File: src/rtl/counter_pkg.sv
// -----------------------------------------------------------------------------
// counter_pkg
//
// Shared definitions for the counter_N / carry_stage_m counting chain:
//   - chk_state_t : encoding of the carry-consistency checker state
//                   (IDLE=0, RUN=1, FAULT=2); this encoding is visible on the
//                   `state` port, so it must not be reordered.
//   - N_DEFAULT / M_DEFAULT : default moduli of the upstream and this stage.
//   - width_for() : bit width needed to hold the values 0..count-1 (minimum 1).
// -----------------------------------------------------------------------------
package counter_pkg;

   localparam int N_DEFAULT = 6;
   localparam int M_DEFAULT = 10;

   typedef enum logic [1:0] {
      CHK_IDLE  = 2'd0,
      CHK_RUN   = 2'd1,
      CHK_FAULT = 2'd2
   } chk_state_t;

   // Width of a counter that runs 0..count-1. A modulus of 1 still needs one
   // bit so the counter does not collapse to a zero-width vector.
   function automatic int width_for(input int count);
      int w;
      w = $clog2(count);
      if (w < 1) w = 1;
      return w;
   endfunction

endpackage : counter_pkg

File: src/rtl/carry_checker.sv
// -----------------------------------------------------------------------------
// carry_checker
//
// Watches the upstream counter_N carry/count pair and flags any inconsistency.
// Once a fault is seen the checker stays in FAULT until reset; it never
// influences counting.
//
// Ports:
//   clk       in   clock, all state updates on the rising edge
//   reset     in   synchronous, active-high reset
//   enable    in   enable shared with counter_N
//   carry_in  in   upstream carry_out_N
//   count_in  in   upstream count_N (LW bits)
//   state     out  checker state (IDLE/RUN/FAULT), registered
//   fault     out  sticky error flag, registered, equals (state == FAULT)
// -----------------------------------------------------------------------------
module carry_checker
   import counter_pkg::*;
#(
   parameter int N  = N_DEFAULT,
   parameter int LW = 3
) (
   input  logic          clk,
   input  logic          reset,
   input  logic          enable,
   input  logic          carry_in,
   input  logic [LW-1:0] count_in,
   output chk_state_t    state,
   output logic          fault
);

   // Watchdog width: wd only has to reach N-1.
   localparam int WDW = width_for(N);

   localparam logic [LW-1:0]  LAST_CNT = LW'(N - 1);
   // One extra bit so count_in >= N works even when N == 2**LW.
   localparam logic [LW:0]    N_EXT    = (LW + 1)'(N);
   localparam logic [WDW-1:0] WD_LAST  = WDW'(N - 1);

   logic [WDW-1:0] wd;
   logic           violation;

   // Consistency conditions evaluated in the current cycle. With enable low
   // the upstream counter is frozen, so any carry at all is inconsistent.
   always_comb begin
      // NOTE: every signal assigned in always_comb gets a default first so no
      // path leaves it unassigned and no latch is inferred.
      violation = 1'b0;
      if (enable) begin
         violation = (carry_in  && (count_in != LAST_CNT))  // carry at wrong count
                  || (!carry_in && (count_in == LAST_CNT))  // missing carry
                  || ({1'b0, count_in} >= N_EXT)            // count out of range
                  || (!carry_in && (wd == WD_LAST));        // N cycles, no carry
      end else begin
         violation = carry_in;
      end
   end

   always_ff @(posedge clk) begin
      // NOTE: sequential state uses non-blocking assignments only, so every
      // register samples pre-edge values regardless of statement order.
      if (reset) begin
         state <= CHK_IDLE;
         fault <= 1'b0;
         wd    <= '0;
      end else begin
         // The watchdog starts from zero when the checker leaves IDLE, so the
         // first missing-carry window is a full N enabled cycles of RUN.
         if (enable && (state != CHK_IDLE)) begin
            if (carry_in) wd <= '0;
            else          wd <= wd + WDW'(1);
         end

         case (state)
            CHK_IDLE: begin
               if (enable) state <= CHK_RUN;
            end
            CHK_RUN: begin
               if (violation) begin
                  state <= CHK_FAULT;
                  fault <= 1'b1;
               end
            end
            CHK_FAULT: begin
               // Absorbing: only reset leaves FAULT.
            end
            default: begin
               // Unused encoding is itself an inconsistency.
               state <= CHK_FAULT;
               fault <= 1'b1;
            end
         endcase
      end
   end

endmodule : carry_checker

File: src/rtl/carry_stage_m.sv
// -----------------------------------------------------------------------------
// carry_stage_m
//
// Second counting stage behind counter_N. Counts upstream carries modulo M,
// publishes a registered combined count total = count_hi*N + count_in, and
// produces a combinational carry so further stages chain with no latency.
// A carry_checker instance reports inconsistent upstream carry/count pairs.
//
// Ports:
//   clk          in   clock, all state updates on the rising edge
//   reset        in   synchronous, active-high reset
//   enable       in   enable shared with counter_N
//   carry_in     in   upstream carry_out_N
//   count_in     in   upstream count_N (LW bits)
//   count_hi     out  carry count 0..M-1 (HW bits), registered
//   total        out  registered count_hi*N + count_in (TW bits)
//   carry_out_M  out  combinational carry to the next stage
//   fault        out  sticky consistency error
//   state        out  checker state: IDLE=0, RUN=1, FAULT=2
// -----------------------------------------------------------------------------
module carry_stage_m
   import counter_pkg::*;
#(
   parameter int N  = N_DEFAULT,
   parameter int M  = M_DEFAULT,
   parameter int LW = 3,
   parameter int HW = 4,
   parameter int TW = 6
) (
   input  logic          clk,
   input  logic          reset,
   input  logic          enable,
   input  logic          carry_in,
   input  logic [LW-1:0] count_in,
   output logic [HW-1:0] count_hi,
   output logic [TW-1:0] total,
   output logic          carry_out_M,
   output logic          fault,
   output logic [1:0]    state
);

   localparam logic [HW-1:0] HI_LAST = HW'(M - 1);
   localparam logic [TW-1:0] N_T     = TW'(N);

   chk_state_t chk_state;
   logic       carry_qual;
   logic       hi_at_last;

   assign carry_qual  = enable && carry_in;
   assign hi_at_last  = (count_hi == HI_LAST);
   assign carry_out_M = carry_qual && hi_at_last;

   // High-order count and the combined total. Both are plain registers; the
   // checker result never gates counting.
   always_ff @(posedge clk) begin
      if (reset) begin
         count_hi <= '0;
         total    <= '0;
      end else begin
         if (carry_qual) begin
            if (hi_at_last) count_hi <= '0;
            else            count_hi <= count_hi + HW'(1);
         end
         // TW holds N*M-1, so the sum is computed at full output width.
         total <= TW'(count_hi) * N_T + TW'(count_in);
      end
   end

   carry_checker #(
      .N  (N),
      .LW (LW)
   ) u_checker (
      .clk      (clk),
      .reset    (reset),
      .enable   (enable),
      .carry_in (carry_in),
      .count_in (count_in),
      .state    (chk_state),
      .fault    (fault)
   );

   assign state = chk_state;

endmodule : carry_stage_m

File: config.mk
export PLATFORM = sky130hd
export DESIGN_NAME = carry_stage_m
export DESIGN_NICKNAME = d
export VERILOG_FILES = /design/src/rtl/counter_pkg.sv /design/src/rtl/carry_checker.sv /design/src/rtl/carry_stage_m.sv
export SDC_FILE = /design/constraint.sdc
export NUM_CORES = 1
export LEC_CHECK = 0
export CORE_MARGIN = 2
export CORE_UTILIZATION = 45
export CTS_BUF_LIST = sky130_fd_sc_hd__clkbuf_8
export DETAILED_ROUTE_END_ITERATION = 7
export GPL_ROUTABILITY_DRIVEN = 0
export GPL_TIMING_DRIVEN = 1
export PLACE_DENSITY = 0.77
export SLEW_MARGIN = 5
export SYNTH_ARGS = -nofsm -noshare
export SYNTH_HDL_FRONTEND = slang
export SYNTH_SLANG_ARGS = --single-unit
File: constraint.sdc
create_clock -name clk -period 1.85 [get_ports clk]
set_input_delay 0.37 -clock clk [delete_from_list [all_inputs] [get_ports clk]]
set_output_delay 0.37 -clock clk [all_outputs]
set_load 0.01 [all_outputs]
==> results.md, run 1 <==
* CTS Sinks at 16
* Static Leak at about 0.54 nW
* Number of fill cells at ~140
* Vias per std cell at around 5
* Clock root buffer: clkbuf_8
* Antenna-violating nets left at 0
* CTS tree: yes
* Critical path arrival at 1460 ps
* Sequential share of the synthesized area at 0.368
* Antenna violations before repair at 0
* CTS Buf Count at 3
* Total wire length at roughly 1.8 mm
* Sequence of cells on the critical path: clkdlybuf4s50_1 > and2_4 > and3_4 > dlygate4sd2_1
* Simple-gate share of the synthesized area at 0.209
* HPWL Detailed at 1.39 mm
* Yosys synthesis warning count at 0
* First DRT Iteration DRCs at 6
* Worst-Margin Slew at 307 ps
* Fmax at between 500 and 600 MHz
* Slew Limit Fails at 0
* Synthesized cell area at between 800 and 900 µm²
* Final Cycle Share at 0.988
* Syn nets at ~110
* Core ar. at between 0.0015 and 0.002 mm²
* Outcome: completed
* Largest family of logic cells by synthesized area: simple AND/OR/NAND/NOR gates
* WS Path Type: primary input to primary output
* Startpoint types: primary input
* Xor/xnor cell area share of the yosys netlist at 0.0863
* Final number of setup-violating endpoints at 0
* Top-level I/O count at 21
* Clk slew on worst S/H paths at about 60 ps
* Chip height at around 48 µm
* # rows at 15
* Hold_buf cts at 0
* # nets final at roughly 140
* DRC violations left at 0
* Worst Hold Class: flip-flop to flip-flop
* Via count at between 700 and 800
* Compound-Gate Fraction of Synth Area at 0.114
* Die area at around 0.0023 mm²
* DR WL/cell at around 12 µm
* Dpl cells at roughly 140
* Crit Reg-Reg Startpoint: count_hi[0]
* Post-synthesis adder-cell area fraction at 0.176
* CP max FO at 2
* Synth Area per Inst at 9.88 µm²
* Share of cells above drive strength 1 at 0.260
* Multiplexer area fraction after synthesis at 0
* Initial Utilization at 0.493
* Required time of the critical path at between 1000 and 1500 ps
* Port Buf Inserts at 20
* CP max stage cell: clkdlybuf4s50_1
* Cell count after synthesis at 88
* Critical Path End Type: primary output
* Largest net degree at the start of global routing at 9
* Minimum clock period at around 1800 ps
* Clk_skew at 0.764 ps
* Drt pass-1 iters at 2
* Worst setup startpoint: enable
* Slowest stage delay, CP at 490 ps
* Pwr Density at 662 mW/mm²
* Endpoints failing hold at 0
* Total GRT Usage at 0.179
* Final Non-Filler Cells at 148
* Ant diodes at 0
* Peak supply drop at 387 µV
* Clock latency on the worst-skew pair at ~250 ps
* CTS H-tree depth at 1
* Vias in the first global route at about 670
* Slew Limit Headroom at 0.794
* FF-to-FF setup slack at 50 ps
* Maximum clock insertion buffer count at 2
* Die width at 48.0 µm
* Synth cell types at 30
* #FFs+latches synth at 16
* First-pass GRT wire length at between 2 and 3 mm
* Max-Cap Viols at 0
* Min-delay src: u_checker.wd[2]
* Pwr Total at 0.829 mW
* Grt total ovfl at 0
* Layout area overhead at 44.0%
worst max-delay path, delay by kind of cell:
family | cells | cell delay [ps]
AND/OR/NAND/NOR | 2 | 330
buffers and inverters | 2 | 760
kinds of logic (layout without fill, tap and decap cells):
group,Yosys count,count (layout)
AO/OA/AOI/OAI,15,15
AND/OR/NAND/NOR,32,32
XOR/XNOR,7,7
flip-flops,16,16
adder cells (fa/ha/maj),11,11
buffers and inverters,7,42
worst paths after layout:
| path | to | depth (start not counted) |
|---|---|---|
| max | carry_out_M | 4 |
| min | u_checker.wd[2] | 2 |
| max reg2reg | total[5] | 6 |
| min reg2reg | u_checker.wd[2] | 2 |
per-layer routing:
metal,share of wire,global-route usage,vias up,wire length (µm)
met2,0.52,0.299,10,926
met3,0.033,0.0528,4,58
met1,0.43,0.191,346,761
met4,0.020,0.124,0,36
met5,0,0,-,0
li1,-,-,371,-
synth_stat cells:
| cell | n | area (µm²) |
|---|---|---|
| nor2b_1 | 5 | 31.3 |
| dfxtp_1 | 16 | 320 |
| nand4b_1 | 2 | 17.5 |
| xor2_1 | 1 | 8.76 |
| buf_6 | 2 | 22.5 |
| fa_1 | 2 | 40.0 |
| o21ai_0 | 2 | 10.0 |
| or4b_1 | 1 | 10.0 |
| clkbuf_1 | 1 | 3.75 |
| and2b_2 | 1 | 8.76 |
| and2_4 | 1 | 8.76 |
| a211oi_2 | 1 | 12.5 |
| nand2_1 | 3 | 11.3 |
| ha_1 | 9 | 113 |
| o21bai_1 | 1 | 7.51 |
| nor3_1 | 2 | 10.0 |
| a21oi_1 | 6 | 30.0 |
| and3_4 | 1 | 11.3 |
| xnor2_1 | 5 | 43.8 |
| xnor3_1 | 1 | 22.5 |
| nand3_1 | 2 | 10.0 |
| nor4b_1 | 1 | 8.76 |
| a22oi_1 | 1 | 7.51 |
| inv_1 | 4 | 15.0 |
| nor2_1 | 12 | 45.0 |
| or2_4 | 1 | 8.76 |
| o21ai_2 | 1 | 8.76 |
| a31oi_1 | 1 | 6.26 |
| a211oi_1 | 1 | 7.51 |
| a31o_2 | 1 | 8.76 |
per-stage QoR:
stage           util  TNS (ps)  setup slack, ps  cell area, µm²  hold slack, ps
4_1_cts        0.698         0             5.73            1230             491
5_1_grt        0.710     -1.86            -1.86            1250             553
3_5_place_dp   0.675      -527             -246            1190             484
2_1_floorplan      -         0             5.24             881             442
3_3_place_gp   0.675      -466             -237            1190             478
6_report       0.710         0             21.7            1250             496
placed cells by master (no fill, tap or decap), types with 4 or more instances in the layout:
master | netlist | layout
nor2_1 | 12 | 12
buf_4 | 0 | 15
inv_1 | 4 | 4
ha_1 | 9 | 8
nor2b_1 | 5 | 5
clkdlybuf4s50_1 | 0 | 19
a21oi_1 | 6 | 6
dfxtp_1 | 16 | 14
xnor2_1 | 5 | 4
repair_timing:
action	4_1_cts	5_1_grt
pin swaps	0	1
buffers inserted	0	1
endpoints found under the setup margin	1	2
cloned	0	0
resized for setup	1	5
report_power, final:
group	internal [mW]	switching, mW	total, mW
combinational	0.110	0.0763	0.187
clock	0.144	0.115	0.259
sequential	0.365	0.0177	0.383
total	0.620	0.209	0.829
area by class of cell:
class	instances	area [µm²]	area share
Sequential cell	16	325	0.260
Tap cell	25	31.3	0.0250
Inverter	4	15.0	0.0120
Timing Repair Buffer	35	312	0.249
Clock buffer	3	41.3	0.0330
Multi-Input combinational cell	65	528	0.422
sequential cells by signal, summed over array words and instances, names as in the netlist:
| register | flops |
|---|---|
| total | 6 |
| u_checker.wd | 3 |
| u_checker.state | 2 |
| u_checker.fault | 1 |
| count_hi | 4 |
(Power assumes the default switching activity.)
==> run 2, diff against run 1 <==
--- a/config.mk
+++ b/config.mk
@@ -5,8 +5,10 @@
 export SDC_FILE = /design/constraint.sdc
 export NUM_CORES = 1
 export LEC_CHECK = 0
+export CELL_PAD_IN_SITES_DETAIL_PLACEMENT = 2
+export CELL_PAD_IN_SITES_GLOBAL_PLACEMENT = 2
 export CORE_MARGIN = 2
-export CORE_UTILIZATION = 45
+export CORE_UTILIZATION = 28
 export CTS_BUF_LIST = sky130_fd_sc_hd__clkbuf_8
 export DETAILED_ROUTE_END_ITERATION = 7
 export GPL_ROUTABILITY_DRIVEN = 0
==> results.md, run 2 (synthesized netlist as in run 1, its figures left out) <==
* Top-level I/O count at 21 (unchanged)
* Via count at 744 (was 731)
* Vias in the first global route at 842 (was 668)
* DRC violations left at 0 (unchanged)
* CTS tree: yes (unchanged)
* Largest reg by FF count: total (unchanged)
* Share of cells above drive strength 1 at 0.258 (was 0.260)
* Clk_skew at 1.85 ps (was 0.764 ps)
* Grt total ovfl at 0 (unchanged)
* Slew Limit Headroom at 0.744 (was 0.794)
* Layout area overhead at 42.9% (was 44.0%)
* Largest net degree at the start of global routing at 10 (was 9)
* HPWL Detailed at 1.79 mm (was 1.39 mm)
* CTS Sinks at 16 (unchanged)
* Total GRT Usage at 0.145 (was 0.179)
* Max-Cap Viols at 0 (unchanged)
* Worst-Margin Slew at 383 ps (was 307 ps)
* Critical Path End Type: primary output (unchanged)
* First-pass GRT wire length at 3.81 mm (was 2.74 mm)
* Core ar. at 0.00300 mm² (was 0.00176 mm²)
* Commonest non-fill, non-tap cell in the layout: clkdlybuf4s50_1 (unchanged)
* Maximum clock insertion buffer count at 2 (unchanged)
* Fmax at 553 MHz (was 547 MHz)
* Ant diodes at 0 (unchanged)
* Port Buf Inserts at 20 (unchanged)
* Dpl cells at 150 (was 144)
* Worst Hold Class: flip-flop to flip-flop (unchanged)
* Final Non-Filler Cells at 153 (was 148)
* DR WL/cell at 15.1 µm (was 12.0 µm)
* Outcome: completed (unchanged)
* First DRT Iteration DRCs at 2 (was 6)
* Slowest stage delay, CP at 490 ps (about the same)
* CTS Buf Count at 3 (unchanged)
* Pre-CTS WS at -293 ps (was -246 ps)
* Slew Limit Fails at 0 (unchanged)
* Endpoints failing hold at 0 (unchanged)
* Minimum clock period at 1810 ps (was 1830 ps)
* Chip height at 59.7 µm (was 48.0 µm)
* Drt pass-1 iters at 2 (unchanged)
* Clk slew on worst S/H paths at 60 ps (about the same)
* Die area at 0.00357 mm² (was 0.00230 mm²)
* CP max FO at 2 (unchanged)
* # nets final at 140 (was 143)
* Total wire length at 2.31 mm (was 1.78 mm)
* Post-CTS Setup Inserts at 0 (unchanged)
* RSZ-0062 raised after global routing: no
* Antenna-violating nets left at 0 (unchanged)
* WHS at 510 ps (was 496 ps)
* Sequence of cells on the critical path: clkdlybuf4s50_1 > and2_4 > and3_4 > clkdlybuf4s15_1 (was clkdlybuf4s50_1 > and2_4 > and3_4 > dlygate4sd2_1)
* Die width at 59.7 µm (was 48.0 µm)
* Initial Utilization at 0.290 (was 0.493)
* Clock latency on the worst-skew pair at 240 ps (was 250 ps)
* Startpoint types: primary input (unchanged)
* # rows at 20 (was 15)
* WS Path Type: primary input to primary output (unchanged)
* CP Buf/Inv Count at 2 (unchanged)
* Hold_buf cts at 0 (unchanged)
* Clock root buffer: clkbuf_8 (unchanged)
* Max reg flops at 6 (unchanged)
* CP max stage cell: clkdlybuf4s50_1 (unchanged)
* Final number of setup-violating endpoints at 0 (unchanged)
* Required time of the critical path at 1480 ps (about the same)
* CTS H-tree depth at 1 (unchanged)
* Largest regs: total x6, count_hi x4, u_checker.wd x3 (unchanged)
* Worst setup margin at 42.6 ps (was 21.7 ps)
* Antenna violations before repair at 0 (unchanged)
* Critical path arrival at 1440 ps (was 1460 ps)
* Peak supply drop at 231 µV (was 387 µV)
* Vias per std cell at 4.86 (was 4.94)
* Most frequent cells in the layout: clkdlybuf4s50_1 (19), dfxtp_1 (13), nor2_1 (12), buf_4 (12), ha_1 (7) (was clkdlybuf4s50_1 (19), buf_4 (15), dfxtp_1 (14))
* Final Cycle Share at 0.977 (was 0.988)
* Delay-heaviest family, CP: buffers and inverters (unchanged)
* Pwr Total at 0.824 mW (was 0.829 mW)
* Static Leak at 0.514 nW (was 0.537 nW)
* Pwr Density at 664 mW/mm² (was 662 mW/mm²)
[run 2: area by class of cell]
| class | instances | area (µm²) |
|---|---|---|
| tap | 33 | 41.3 |
| fill | 326 | 1760 |
| inverter | 4 | 15.0 |
| multi-input combinational | 65 | 531 |
| timing repair buffer | 32 | 290 |
| sequential | 16 | 324 |
| clock buffer | 3 | 41.3 |
[run 2: power by group]
group          internal [mW]  switching, mW
clock                  0.144          0.109
sequential             0.366         0.0168
combinational          0.106         0.0817
total                  0.617          0.208
[run 2: worst paths after layout]
check	startpoint	end	slack (ps)	cells past startpoint
max	carry_in	carry_out_M	40	4
min	u_checker.fault	u_checker.fault	510	2
max reg2reg	count_hi[0]	total[5]	90	5
min reg2reg	u_checker.fault	u_checker.fault	510	2
[run 2: stage by stage]
stage / area, µm² / setup TNS (ps) / util
floorplan: 881 / 0 / -
CTS: 1240 / 0 / 0.413
finish: 1240 / 0 / 0.414
detailed placement: 1190 / -617 / 0.395
global route: 1240 / 0 / 0.414
global placement: 1190 / -537 / 0.395
[run 2: routing by layer]
metal | track usage | vias up | wire, µm
met4 | 0.0571 | 0 | 10
met5 | 0 | - | 0
li1 | - | 364 | -
met3 | 0.0216 | 2 | 82
met2 | 0.267 | 17 | 1200
met1 | 0.166 | 361 | 1020
[run 2: worst reg2reg max path: cells and delay by family (launching register included)]
kind                     cells  cell delay (ps)
adder cells (fa/ha/maj)      2              780
flip-flops                   1              340
XOR/XNOR                     1              320
AND/OR/NAND/NOR              2              210
[run 2: repair_timing]
action	4_1_cts	5_1_grt
endpoints found under the setup margin	2	1
pin swaps	1	1
resized for setup	7	1
